[config.mk]
export PLATFORM = sky130hd
export DESIGN_NAME = sevseg_rx
export DESIGN_NICKNAME = d
export VERILOG_FILES = /design/src/rtl/sevseg_rx_pkg.sv /design/src/rtl/sevseg_decode.sv /design/src/rtl/sevseg_rx.sv
export SDC_FILE = /design/constraint.sdc
export NUM_CORES = 1
export LEC_CHECK = 0
export BUFFER_PORTS_ARGS = -buffer_cell sky130_fd_sc_hd__buf_2
export CORE_ASPECT_RATIO = 0.6
export CORE_MARGIN = 4
export CORE_UTILIZATION = 38
export CTS_CLUSTER_DIAMETER = 200
export DETAILED_ROUTE_END_ITERATION = 6
export PLACE_DENSITY = 0.56
export SLEW_MARGIN = 10
export SYNTH_ARGS = -nofsm -noshare
export SYNTH_HDL_FRONTEND = slang
export SYNTH_SLANG_ARGS = --single-unit
[constraint.sdc]
create_clock -name clk -period 3.05 [get_ports clk]
set_input_delay 0.61 -clock clk [delete_from_list [all_inputs] [get_ports clk]]
set_output_delay 0.61 -clock clk [all_outputs]
set_load 0.05 [all_outputs]
[src/rtl/sevseg_rx_pkg.sv]
// Shared 7-segment definitions: active-low codes (bit 0 = seg a,
// bit 6 = seg g) used by both the display encoder and the receiver.
package sevseg_rx_pkg;

  localparam logic [6:0] SEG_0     = 7'b1000000;
  localparam logic [6:0] SEG_1     = 7'b1111001;
  localparam logic [6:0] SEG_2     = 7'b0100100;
  localparam logic [6:0] SEG_3     = 7'b0110000;
  localparam logic [6:0] SEG_4     = 7'b0011001;
  localparam logic [6:0] SEG_5     = 7'b0010010;
  localparam logic [6:0] SEG_6     = 7'b0000010;
  localparam logic [6:0] SEG_7     = 7'b1111000;
  localparam logic [6:0] SEG_8     = 7'b0000000;
  localparam logic [6:0] SEG_9     = 7'b0010000;
  localparam logic [6:0] SEG_A     = 7'b0001000;
  localparam logic [6:0] SEG_B     = 7'b0000011;
  localparam logic [6:0] SEG_C     = 7'b1000110;
  localparam logic [6:0] SEG_D     = 7'b0100001;
  localparam logic [6:0] SEG_E     = 7'b0000110;
  localparam logic [6:0] SEG_F     = 7'b0001110;
  localparam logic [6:0] SEG_BLANK = 7'b1111111;

  localparam int CNT_W = 8;

  function automatic logic [6:0] seg_encode(
    input logic [3:0] nib
  );
    logic [6:0] c;
    c = SEG_BLANK;
    unique case (nib)
      4'h0: c = SEG_0;
      4'h1: c = SEG_1;
      4'h2: c = SEG_2;
      4'h3: c = SEG_3;
      4'h4: c = SEG_4;
      4'h5: c = SEG_5;
      4'h6: c = SEG_6;
      4'h7: c = SEG_7;
      4'h8: c = SEG_8;
      4'h9: c = SEG_9;
      4'hA: c = SEG_A;
      4'hB: c = SEG_B;
      4'hC: c = SEG_C;
      4'hD: c = SEG_D;
      4'hE: c = SEG_E;
      4'hF: c = SEG_F;
    endcase
    return c;
  endfunction

endpackage

[src/rtl/sevseg_decode.sv]
// One-digit 7-segment decoder: code_i (active-low) -> nibble_o,
// legal_o low for blank or any code outside the hex table.
module sevseg_decode
  import sevseg_rx_pkg::*;
(
  input  logic [6:0] code_i,
  output logic [3:0] nibble_o,
  output logic       legal_o
);

  always_comb begin
    nibble_o = 4'h0;
    legal_o  = 1'b1;
    unique case (code_i)
      SEG_0:   nibble_o = 4'h0;
      SEG_1:   nibble_o = 4'h1;
      SEG_2:   nibble_o = 4'h2;
      SEG_3:   nibble_o = 4'h3;
      SEG_4:   nibble_o = 4'h4;
      SEG_5:   nibble_o = 4'h5;
      SEG_6:   nibble_o = 4'h6;
      SEG_7:   nibble_o = 4'h7;
      SEG_8:   nibble_o = 4'h8;
      SEG_9:   nibble_o = 4'h9;
      SEG_A:   nibble_o = 4'hA;
      SEG_B:   nibble_o = 4'hB;
      SEG_C:   nibble_o = 4'hC;
      SEG_D:   nibble_o = 4'hD;
      SEG_E:   nibble_o = 4'hE;
      SEG_F:   nibble_o = 4'hF;
      default: legal_o  = 1'b0;
    endcase
  end

endmodule

[src/rtl/sevseg_rx.sv]
// 7-segment receiver: recovers hex nibbles from a stable HEX bus.
// Ports: clk, rst_n, segments in; number, valid, error, update out.
module sevseg_rx
  import sevseg_rx_pkg::*;
#(
  parameter int DIGITS        = 2,
  parameter int STABLE_CYCLES = 4
) (
  input  logic                  clk,
  input  logic                  rst_n,
  input  logic [7*DIGITS-1:0]   segments,
  output logic [4*DIGITS-1:0]   number,
  output logic                  valid,
  output logic                  error,
  output logic                  update
);

  localparam logic [CNT_W-1:0] STAB =
    CNT_W'(STABLE_CYCLES);

  logic [7*DIGITS-1:0] seg_q;
  logic [CNT_W-1:0]    cnt_q;
  logic [CNT_W-1:0]    cnt_d;
  logic                armed_q;
  logic                armed_d;
  logic [4*DIGITS-1:0] num_q;
  logic [4*DIGITS-1:0] num_d;
  logic                valid_q;
  logic                valid_d;
  logic                err_q;
  logic                err_d;
  logic                upd_q;
  logic                accept;

  logic [4*DIGITS-1:0] nib;
  logic [DIGITS-1:0]   legal;

  // Decode the sampled copy; at acceptance it equals segments.
  for (genvar k = 0; k < DIGITS; k++) begin : g_dec
    sevseg_decode u_dec (
      .code_i   (seg_q[7*k +: 7]),
      .nibble_o (nib[4*k +: 4]),
      .legal_o  (legal[k])
    );
  end

  always_comb begin
    cnt_d   = cnt_q;
    armed_d = armed_q;
    accept  = 1'b0;
    num_d   = num_q;
    valid_d = valid_q;
    err_d   = err_q;
    if (segments != seg_q) begin
      cnt_d   = '0;
      armed_d = 1'b1;
    end else if (cnt_q < STAB) begin
      cnt_d = cnt_q + 1'b1;
      // Fire once on the final step of the window.
      if (armed_q && cnt_q == STAB - 1'b1) begin
        accept  = 1'b1;
        armed_d = 1'b0;
      end
    end
    if (accept) begin
      if (&legal) begin
        num_d   = nib;
        valid_d = 1'b1;
        err_d   = 1'b0;
      end else begin
        valid_d = 1'b0;
        err_d   = 1'b1;
      end
    end
  end

  always_ff @(posedge clk or negedge rst_n) begin
    if (!rst_n) begin
      seg_q   <= '1;
      cnt_q   <= '0;
      armed_q <= 1'b1;
      num_q   <= '0;
      valid_q <= 1'b0;
      err_q   <= 1'b0;
      upd_q   <= 1'b0;
    end else begin
      seg_q   <= segments;
      cnt_q   <= cnt_d;
      armed_q <= armed_d;
      num_q   <= num_d;
      valid_q <= valid_d;
      err_q   <= err_d;
      upd_q   <= accept;
    end
  end

  assign number = num_q;
  assign valid  = valid_q;
  assign error  = err_q;
  assign update = upd_q;

endmodule

==> results.md <==
* Top FF cell, synth: dfrtp_1
* Core area at 0.00520 sq mm
* Peak per-stage delay on the critical path at 680 ps
* Synth Warn # at 0
* Status: completed
* Final Hold Vio Count at 0
* Crit path max fanout at 14
* CTS max path bufs at 2
* Pre-CTS worst setup slack at approximately 240 ps
* Critical Path Source: seg_q[7]$_DFF_PN1_
* Element type at the critical path start: flop
* H-tree depth at 2
* DPL Wire Length at between 3000 and 4000 microns
* Yosys top cell by area: dfrtp_1
* Rows at 20
* Syn Area/Cell at about 10 sq um
* Clk_lat worst skew at 280 ps
* Total CTS buffers at 5
* Main combinational cell family by area after synthesis: simple AND/OR/NAND/NOR gates
* # Post-CTS Setup Buffers at 0
* Max-slew headroom at between 40% and 50%
* Maximum clock rate at 357 MHz
* Initial DRC Count at ~110
* Synth Register Bits at 34
* Final Instance Count excl. Fillers at 300
* Setup slack after layout at between 200 and 250 ps
* Yosys cell types at 60
* Commonest cells in the netlist: 19 x dfrtp_1, 16 x xnor2_1, 15 x dfstp_2
* Ys async rst share at between 90% and 100%
* Total routing usage reported by global routing at 14.7%
* Ranking of synthesized cells by area: dfrtp_1 23%, dfstp_2 19%, xnor2_1 6.6%
* Area grow syn2layout at 12.8%
* Final Max Tran Viols at 0
* Global placer's final weighted congestion at 0.908
* Syn Std Cell Area at around 0.0021 sq mm
* RSZ-0062 raised after global routing: no
* Gate Count Post-Synth at roughly 210
* Crit-path cells: or4b_2 -> o31ai_1 -> and4b_4 -> a211oi_4 -> mux2_2
* Fin crit period at about 2800 ps
* Width of the die at 104 microns
* First-pass GRT wire length at roughly 8000 microns
* TNS Setup at 0 ps
* Clock Sinks at 34
* Vias in the first global route at 1,566
* Vias/cell at approximately 5.4
* # IOs at 27
* Crit path kind: reg -> reg
* Largest net degree at the start of global routing at 35
* DR WL/cell at roughly 15 microns
* IO Port Bufs at 26
* DRC at 0
* Starting Density at between 40% and 50%
* Congestion Overflow GR at 0
* PD cells at 428 mW/mm^2
* Sequential share of the synthesized area at 41.2%
* CTS tree: yes
* Simple-gate share of the synthesized area at roughly a quarter
* VDD IR-drop max at about 0.00021 V
* Final setup fails at 0
* Yosys top cell area share at approximately 23%
* Max cap viols at 0
* Die area at around 0.007 sq mm
* XOR/XNOR share of the synthesized area at around 7.5%
* Compound-gate portion of the synthesized area at between 10% and 20%
* Crit. End Element: flop
* Clock skew at ~5 ps
* Final nets at 250
* Crit path required time at about 3200 ps
* Via count at ~1,600
* Syn Nets at between 200 and 250
* CP max stage cell: dfstp_2
* Synth Area in Adders at less than 1%
* Least-Margin Pin Slew at around 760 ps
* Final worst-path cycle share at about nine tenths
* Area after DPL at approximately 0.0023 sq mm
* DRT antenna net count at 0
* Initial antenna violation count at 0
* Hold_buf cts at 0
* Post-Place Cells at approximately 290
* Clk slew on worst S/H paths at ~80 ps
* Worst flop-to-flop path startpoint: seg_q[7]$_DFF_PN1_
* Post-synthesis mux area share at under 10%
* Top-count cell post-synth: dfrtp_1
* Static Leak at 1.01 nW
* Critical path arrival at between 2000 and 3000 ps
* EDFF count, synth at 0
* CTS resizes at 0
* Final WL at approximately 4600 microns
* Final Instance Area at roughly 0.0024 sq mm
* First-pass DRT Iterations at 4
* Antenna Cells at 0
* Ratio of cells with drive above 1 in the final layout at 34.6%
* Die height at ~66 microns
* Root buf cell: clkbuf_8
* Min-Delay Path Class: in -> async
[cell usage in the layout (no fill, tap or decap), types with 3 or more instances in the layout]
master / netlist / final
nor3_1: 8 / 8
buf_2: 0 / 26
o21ai_0: 9 / 9
o22ai_1: 3 / 3
xnor2_1: 16 / 16
nand3b_1: 3 / 3
nand4_1: 4 / 4
mux2_2: 5 / 5
and2_1: 6 / 6
inv_1: 8 / 8
dfrtp_1: 19 / 19
buf_4: 3 / 6
and2b_2: 3 / 3
nand2_1: 12 / 12
nor2_1: 14 / 14
a21oi_1: 4 / 4
clkbuf_8: 0 / 5
dfstp_2: 15 / 15
nor4_1: 3 / 3
nand2b_1: 4 / 4
or3b_2: 3 / 3
[final timing paths]
kind	to	slack [ps]	cells past startpoint
worst max-delay path	number[6]$_DFFE_PN0P_	250	5
min in group clk	seg_q[5]$_DFF_PN1_	440	1
worst max register to register	number[6]$_DFFE_PN0P_	250	5
worst min register to register	valid$_DFFE_PN0P_	480	1
max in group asynchronous	number[1]$_DFFE_PN0P_	2180	1
worst min-delay path	cnt_q[6]$_DFFE_PN0P_	390	1
[flip-flops by register name, summed over array words and instances, names as in the netlist]
name / count
seg_q: 14
cnt_q: 8
number: 8
armed_q: 1
error: 1
update: 1
valid: 1
[stage by stage]
stage	hold slack [ps]	util [%]	total power (W)
2_1_floorplan	314	-	0.000572
3_3_place_gp	473	43.5	0.000611
3_5_place_dp	472	43.5	0.000608
4_1_cts	418	45.7	0.00103
5_1_grt	415	45.7	0.00107
6_report	393	45.7	0.00102
[critical path: cells and delay by family (launching register included)]
family	cells	cell delay, ps
AND/OR/NAND/NOR	2	910
multiplexers	1	390
AO/OA/AOI/OAI	2	720
flip-flops	1	680
[cell type report]
| cell class | instances | area, sq um |
|---|---|---|
| multi-input combinational | 152 | 1110 |
| sequential | 34 | 870 |
| timing repair buffer | 32 | 175 |
| clock buffer | 5 | 68.8 |
| tap | 66 | 82.6 |
| clock inverter | 3 | 45.0 |
| fill | 520 | 2830 |
| inverter | 8 | 30.0 |
[cell families after synthesis]
group,after synthesis
fa+ha+maj,1
simple gates,85
compound gates,41
mux,7
buf+inv,23
xor+xnor,18
flops,34
[where the power goes]
part	internal, W	total, W	switching, W
clock network	0.000243	0.000417	0.000174
registers	0.000469	0.000495	0.0000266
logic	0.0000490	0.000104	0.0000552
[metal layers]
metal	wire length [microns]	up-vias	GRT usage, %
li1	-	810	-
met1	2540	766	22.4
met2	1730	48	19.1
met3	362	2	5.89
met4	11	0	2.49
met5	0	-	0
No activity file was read; power rests on OpenSTA's default activity.
